<file path="src/rtl/stopwatch_ctrl_if.sv">
// Counter-side bundle of the stopwatch controller.
// master = controller, slave = counter/display path.
interface stopwatch_ctrl_if;
  logic       init_regs;
  logic       count_enabled;
  logic [7:0] time_reading;
  logic [7:0] disp_reading;
  logic       lap_active;

  modport master (
    output init_regs,
    output count_enabled,
    output disp_reading,
    output lap_active,
    input  time_reading
  );

  modport slave (
    input  init_regs,
    input  count_enabled,
    input  disp_reading,
    input  lap_active,
    output time_reading
  );
endinterface

</file>
<file path="src/rtl/stopwatch_ctrl.sv">
// Stopwatch UI controller: button sync/debounce, IDLE/RUN/PAUSE FSM.
// Optional lap-freeze display feature enabled by defining LAP_EN.
module stopwatch_ctrl #(
  parameter int DEBOUNCE_CYCLES = 1000000
) (
  input  logic clk,
  input  logic rst_n,
  input  logic btn_start,
  input  logic btn_clear,
  input  logic btn_lap,
  stopwatch_ctrl_if.master cnt_if
);

  localparam int CW = $clog2(DEBOUNCE_CYCLES);
  localparam logic [CW-1:0] CNT_LAST =
    CW'(DEBOUNCE_CYCLES - 1);

`ifdef LAP_EN
  localparam int NB = 3;
`else
  localparam int NB = 2;
`endif

  typedef enum logic [1:0] {
    IDLE  = 2'd0,
    RUN   = 2'd1,
    PAUSE = 2'd2
  } state_t;

  logic [NB-1:0] raw;
  logic [NB-1:0] s1;
  logic [NB-1:0] s2;
  logic [NB-1:0] stable;
  logic [NB-1:0] press;
  logic [CW-1:0] cnt [NB];

  state_t state;
  state_t state_next;

  logic start_p;
  logic clear_p;

`ifdef LAP_EN
  assign raw = {btn_lap, btn_clear, btn_start};
`else
  logic unused_lap;
  assign unused_lap = btn_lap;
  assign raw = {btn_clear, btn_start};
`endif

  assign start_p = press[0];
  assign clear_p = press[1];

  // press fires on the same edge the stable level rises
  always_ff @(posedge clk or negedge rst_n) begin
    if (!rst_n) begin
      s1     <= '0;
      s2     <= '0;
      stable <= '0;
      press  <= '0;
      for (int i = 0; i < NB; i++) begin
        cnt[i] <= '0;
      end
    end else begin
      s1    <= raw;
      s2    <= s1;
      press <= '0;
      for (int i = 0; i < NB; i++) begin
        if (s2[i] == stable[i]) begin
          cnt[i] <= '0;
        end else if (cnt[i] == CNT_LAST) begin
          cnt[i]    <= '0;
          stable[i] <= s2[i];
          press[i]  <= s2[i];
        end else begin
          cnt[i] <= cnt[i] + 1'b1;
        end
      end
    end
  end

  always_ff @(posedge clk or negedge rst_n) begin
    if (!rst_n) begin
      state <= IDLE;
    end else begin
      state <= state_next;
    end
  end

  always_comb begin
    state_next = state;
    unique case (state)
      IDLE: begin
        if (start_p) state_next = RUN;
      end
      RUN: begin
        if (start_p) state_next = PAUSE;
      end
      PAUSE: begin
        if (clear_p)      state_next = IDLE;
        else if (start_p) state_next = RUN;
      end
      default: state_next = IDLE;
    endcase
  end

  assign cnt_if.init_regs     = (state == IDLE);
  assign cnt_if.count_enabled = (state == RUN);

`ifdef LAP_EN
  logic       lap_p;
  logic       lap_q;
  logic [7:0] lap_val;

  assign lap_p = press[2];

  always_ff @(posedge clk or negedge rst_n) begin
    if (!rst_n) begin
      lap_q   <= 1'b0;
      lap_val <= 8'h00;
    end else if (state_next == IDLE) begin
      lap_q <= 1'b0;
    end else if (lap_p) begin
      if (lap_q) begin
        lap_q <= 1'b0;
      end else if (state == RUN) begin
        lap_q   <= 1'b1;
        lap_val <= cnt_if.time_reading;
      end
    end
  end

  assign cnt_if.lap_active   = lap_q;
  assign cnt_if.disp_reading =
    lap_q ? lap_val : cnt_if.time_reading;
`else
  assign cnt_if.lap_active   = 1'b0;
  assign cnt_if.disp_reading = cnt_if.time_reading;
`endif

endmodule

</file>
<file path="src/flat_wrapper.sv">
// flat-port wrapper written by rule: the top's interface ports become plain ports
module stopwatch_ctrl_flat 
#(
  parameter int DEBOUNCE_CYCLES = 1000000
)
  (clk, rst_n, btn_start, btn_clear, btn_lap, cnt_if_init_regs, cnt_if_count_enabled, cnt_if_disp_reading, cnt_if_lap_active, cnt_if_time_reading);
  stopwatch_ctrl_if cnt_if_i ();
  input  logic clk;
  input  logic rst_n;
  input  logic btn_start;
  input  logic btn_clear;
  input  logic btn_lap;
  output wire logic [$bits(cnt_if_i.init_regs)-1:0] cnt_if_init_regs;
  output wire logic [$bits(cnt_if_i.count_enabled)-1:0] cnt_if_count_enabled;
  output wire logic [$bits(cnt_if_i.disp_reading)-1:0] cnt_if_disp_reading;
  output wire logic [$bits(cnt_if_i.lap_active)-1:0] cnt_if_lap_active;
  input wire logic [$bits(cnt_if_i.time_reading)-1:0] cnt_if_time_reading;
  assign cnt_if_init_regs = cnt_if_i.init_regs;
  assign cnt_if_count_enabled = cnt_if_i.count_enabled;
  assign cnt_if_disp_reading = cnt_if_i.disp_reading;
  assign cnt_if_lap_active = cnt_if_i.lap_active;
  assign cnt_if_i.time_reading = cnt_if_time_reading;
  stopwatch_ctrl #(.DEBOUNCE_CYCLES(DEBOUNCE_CYCLES)) u_core (.clk(clk), .rst_n(rst_n), .btn_start(btn_start), .btn_clear(btn_clear), .btn_lap(btn_lap), .cnt_if(cnt_if_i));
endmodule
</file>
<file path="config.mk">
export PLATFORM = sky130hd
export DESIGN_NAME = stopwatch_ctrl_flat
export DESIGN_NICKNAME = d
export VERILOG_FILES = /design/src/rtl/stopwatch_ctrl_if.sv /design/src/rtl/stopwatch_ctrl.sv /design/src/flat_wrapper.sv
export SDC_FILE = /design/constraint.sdc
export NUM_CORES = 1
export LEC_CHECK = 0
export ABC_AREA = 1
export CAP_MARGIN = 20
export CORE_MARGIN = 2
export CORE_UTILIZATION = 55
export CTS_BUF_LIST = sky130_fd_sc_hd__clkbuf_4 sky130_fd_sc_hd__clkbuf_8
export CTS_CLUSTER_SIZE = 30
export DETAILED_ROUTE_END_ITERATION = 10
export PLACE_DENSITY = 0.87
export SYNTH_ARGS = -nofsm -noshare
export SYNTH_HDL_FRONTEND = slang
export SYNTH_SLANG_ARGS = --single-unit
</file>
<file path="constraint.sdc">
create_clock -name clk -period 2.7 [get_ports clk]
set_clock_uncertainty 0.05 [all_clocks]
set_input_delay 0.27 -clock clk [delete_from_list [all_inputs] [get_ports clk]]
set_output_delay 0.27 -clock clk [all_outputs]
set_load 0.03 [all_outputs]
</file>
After elaboration in Yosys (flattened, before gate mapping) --
Cells that the tools add are included.
Word-level totals: word-level logic and storage cells 34, bits of input ports 13, bits in registers 50
Operators by class: equality and inequality tests 7, reductions and logical operators 3, add/sub/neg operators 2, bitwise logic cells 2, muxes and demuxes 12
Operators by type and width (number):
- 20-bit 2-to-1 mux | 4
- 20-bit by 1-bit adder with 20-bit output, second input constant | 2
- 20-bit equality test, second input constant | 2
- 2-bit 2-to-1 mux | 3
- 2-bit one-hot mux with 3 select lines | 1
- 1-bit 2-to-1 mux | 4
- 2-bit AND reduction | 2
- 1-bit equality test | 2
- 2-bit by 1-bit equality test with 1-bit output, second input constant | 1
- 2-bit equality test, second input constant | 1
- 2-bit logical NOT | 1
- 2-bit by 1-bit != test with 1-bit output, second input constant | 1
- 1-bit inverter | 2

Depth between registers and ports, before layout --
depth after elaboration 3, mapped depth 8

Worst setup path after synthesis --
OpenSTA, ideal clock, no wires.
kind register to register, start point reg u_core.cnt[0] in the netlist's numbering, end point reg u_core.cnt[18] in the netlist's numbering, clock period less this slack 1.328 ns, buffers on the path 0, arrival 1.158 ns, slack 1.372 ns, stages on the path, launching flop included 7, library setup time 0.120 ns, path through dfrtp_1 -> ha_1 -> nand3_1 -> nor2_2 -> nand3_4 -> nand2_2 -> nor2_1
Between the ends: word-level cells in the longest chain between the ends 3, elaborated cells between the ends (all ways) 4
Ends and longest elaborated chain:
- start, declared | line stopwatch_ctrl.sv:35 | logic [CW-1:0] cnt [NB];
- start signal, assigned by index | line stopwatch_ctrl.sv:76 | cnt[i] <= cnt[i] + 1'b1;
- 20-bit by 1-bit adder with 20-bit output or 20-bit equality test (tied branches) | line stopwatch_ctrl.sv:76, stopwatch_ctrl.sv:71
- 20-bit 2-to-1 mux * | line stopwatch_ctrl.sv:71 | end else if (cnt[i] == CNT_LAST) begin
- 20-bit 2-to-1 mux * | line stopwatch_ctrl.sv:69 | if (s2[i] == stable[i]) begin
Every way passes the cells marked *; elsewhere a longest branch is shown, timed or not. A chain may end at the register's enable or synchronous reset.

Worst setup path after layout --
start point reg u_core.state[1], end point out cnt_if_count_enabled
Between the ends: word-level cells in the longest chain between the ends 1
Ends and longest elaborated chain:
- start, declared | line stopwatch_ctrl.sv:37 | state_t state;
- start signal, assigned | line stopwatch_ctrl.sv:86 | state <= state_next;
- 2-bit by 1-bit equality test with 1-bit output | line stopwatch_ctrl.sv:108 | assign cnt_if.count_enabled = (state == RUN);
- end, declared | line flat_wrapper.sv:14 | output wire logic [$bits(cnt_if_i.count_enabled)-1:0] cnt_if_count_enabled;
No other way between the ends.

==> impl_metrics.env <==
export IMPL_arrival_ns=1.54
export IMPL_synth_xor_area_frac=0.0754
export IMPL_synthMuxAreaShare=0
export IMPL_yosysWarnings=0
export IMPL_tns_ns=0
export IMPL_die_area_um2=5590
export IMPL_synth_compound_area_share=0.0318
export IMPL_drtAntennaViolNets=0
export IMPL_track_usage=0.215
export IMPL_dr_pass1_iters=5
export IMPL_whs_ns=0.307
export IMPL_instances_no_fill=417
export IMPL_syn_nets=361
export IMPL_clk_pin_slew_ns=0.09
export IMPL_avgViaCountPerCell=5.18
export IMPL_netlist_cell_type_count=29
export IMPL_root_buffer="clkbuf_8"
export IMPL_fin_ws_ns=0.836
export IMPL_cap_violations=0
export IMPL_max_freq_ghz=0.537
export IMPL_portBuffers=5
export IMPL_cts_buffers=5
export IMPL_drc=0
export IMPL_die_y_um=74.8
export IMPL_n_antenna_cell=0
export IMPL_grt_setup_unrepaired="no"
export IMPL_grt_overflow_total=0
export IMPL_worstPathRequired_ns=2.38
export IMPL_placed_cells=409
export IMPL_hold_viol=0
export IMPL_clockBufferDepth=2
export IMPL_min_period_over_period=0.690
export IMPL_dp_slack_ns=1.13
export IMPL_io_pins=24
export IMPL_slew_violations=0
export IMPL_clk_latency_ns=0.30
export IMPL_grt_pass1_wl_mm=9.25
export IMPL_htreeDepth=2
export IMPL_wl_mm=5.21
export IMPL_ys_ff_latch=50
export IMPL_drt_iter0_markers=175
export IMPL_drive_gt1_frac=0.114
export IMPL_clock_sinks=50
export IMPL_power_density_nw_per_um2=453
export IMPL_status="finished clean"
export IMPL_n_fill_cell=430
export IMPL_antenna_found_initial=0
export IMPL_critical_path_max_fanout=5
export IMPL_start_kind="flop"
export IMPL_syn_inst=346
export IMPL_grt_max_degree=37
export IMPL_die_width_um=74.8
export IMPL_synth_area_um2=2760
export IMPL_synthSimpleGateAreaFrac=0.360
export IMPL_synth_yosys_seq_area_share=0.454
export IMPL_area_growth_pct=6.59
export IMPL_p_leak_nw=1.26
export IMPL_gp_congestion=0.874
export IMPL_hold_path_class="flop to flop"
export IMPL_setup_violations_final=0
export IMPL_hpwl_mm=3.88
export IMPL_crit_type="flop to output pin"
export IMPL_routedWlPerCell_um=12.5
export IMPL_cts_tree="built"
export IMPL_cp_end_kind="output pin"
export IMPL_synth_top_family_by_area="simple AND/OR/NAND/NOR gates"
export IMPL_synthAdderAreaFrac=0.00908
export IMPL_num_rows=25
export IMPL_min_period_ns=1.86
export IMPL_initial_core_util=0.576
export IMPL_avgSynthCellArea_um2=7.96
export IMPL_vias=2159
export IMPL_grt_pass1_vias=2081
export IMPL_core_um2=4790
export IMPL_layout_nets=365
export IMPL_ir_drop_v=0.000402
export IMPL_ff2ff_setup_slack_ns=1.11
kinds of logic (layout without fill, tap and decap cells):
family | after synthesis | in the layout
AO/OA/AOI/OAI | 15 | 15
XOR/XNOR | 22 | 22
adder cells (fa/ha/maj) | 2 | 2
buffers and inverters | 41 | 45
flip-flops | 50 | 50
other | 1 | 1
AND/OR/NAND/NOR | 215 | 215
Yosys cell counts:
cell type	n	share of area
nor2_1	86	0.12
nand2_1	59	0.080
dfrtp_1	50	0.45
inv_1	29	0.040
nand3_1	23	0.042
xor2_1	11	0.035
nor2_2	10	0.023
buf_4	9	0.025
nand2_2	9	0.020
nand4_1	9	0.020
xnor2_1	9	0.029
nor3_1	6	0.011
a21oi_1	4	0.0073
nand3_2	3	0.011
nand3b_1	3	0.0082
nor2_4	3	0.012
o21ai_0	3	0.0054
o21ai_1	3	0.0054
o21bai_1	3	0.0082
ha_1	2	0.0091
inv_2	2	0.0027
o31ai_1	2	0.0054
xor2_2	2	0.012
and2_1	1	0.0023
buf_2	1	0.0018
conb_1	1	0.0014
nand3_4	1	0.0064
nor3_2	1	0.0036
or2_1	1	0.0023
path summary, 6_finish.rpt:
check / from / end / cells after the start
worst max-delay path: u_core.state[1]$_DFFE_PN0P_ / cnt_if_count_enabled / 2
worst min-delay path: u_core.s1[0]$_DFF_PN0_ / u_core.s2[0]$_DFF_PN0_ / 0
worst max register to register: u_core.cnt[0]$_DFF_PN0_ / u_core.cnt[9]$_DFF_PN0_ / 6
worst min register to register: u_core.s1[0]$_DFF_PN0_ / u_core.s2[0]$_DFF_PN0_ / 0
max in group asynchronous: rst_n / u_core.s2[1]$_DFF_PN0_ / 3
min in group asynchronous: rst_n / u_core.cnt[11]$_DFF_PN0_ / 2
sequential cells by signal, summed over array words and instances (netlist names):
register,cells
u_core.press,2
u_core.state,2
u_core.cnt,40
u_core.stable,2
u_core.s1,2
u_core.s2,2
final cells by class:
class,count,area (um2),share of cell area
Clock buffer,5,68.8,0.0234
Clock inverter,2,38.8,0.0132
Sequential cell,50,1250,0.426
Multi-Input combinational cell,255,1320,0.448
Tap cell,67,83.8,0.0285
Timing Repair Buffer,7,62.6,0.0213
Inverter,31,116,0.0396
per-stage QoR:
step | cell area, um2 | util | total power, W
after floorplan | 2760 | - | 0.000830
after global placement | 2820 | 0.589 | 0.000832
after detailed placement | 2820 | 0.589 | 0.000834
after CTS | 2940 | 0.614 | 0.00135
after global routing | 2940 | 0.614 | 0.00138
final | 2940 | 0.614 | 0.00133
cell usage in the layout, fill, tap and decap left out:
cell type	instances
nor2_1	86
conb_1	1
clkdlybuf4s50_1	4
and2_1	1
nand2_1	59
nand3_1	23
nand3_4	1
xor2_1	11
bufinv_16	1
clkbuf_8	5
dlygate4sd3_1	1
o21ai_0	3
o31ai_1	2
xnor2_1	9
o21ai_1	3
o21bai_1	3
nand3b_1	3
nand4_1	9
nor3_1	6
dfrtp_1	50
inv_1	29
buf_4	1
nor2_2	10
xor2_2	2
a21oi_1	4
nor2_4	3
or2_1	1
nand2_2	9
nor3_2	1
nand3_2	3
ha_1	2
clkinv_4	1
buf_2	1
inv_2	2
worst max-delay path: stages, from the launching register on:
cell and delay [ns]:
dfrtp_1 0.43, nor2_1 0.14, clkdlybuf4s50_1 0.68
power by group:
group,internal [W],switching (W),leakage (nW)
Clock,0.000273,0.000240,0.0542
Combinational,0.0000156,0.0000369,0.521
Sequential,0.000758,0.00000776,0.684
Total,0.00105,0.000285,1.26
routing by layer:
layer / up-vias / routed length [um] / track usage / part of all wire
met1: 1030 / 2510 / 0.299 / 0.48
met4: 0 / 42 / 0.0575 / 0.0081
met5: - / 0 / 0 / 0
met2: 39 / 2460 / 0.345 / 0.47
met3: 4 / 202 / 0.0442 / 0.039
li1: 1086 / - / - / -
timing repair:
| action | in CTS | in global routing |
|---|---|---|
| setup buffers | 0 | 0 |
| hold buffers | 1 | 0 |
| endpoints found under the hold margin | 14 | 0 |
| gates resized for setup | 0 | 0 |
No activity file was read; power rests on OpenSTA's default activity.
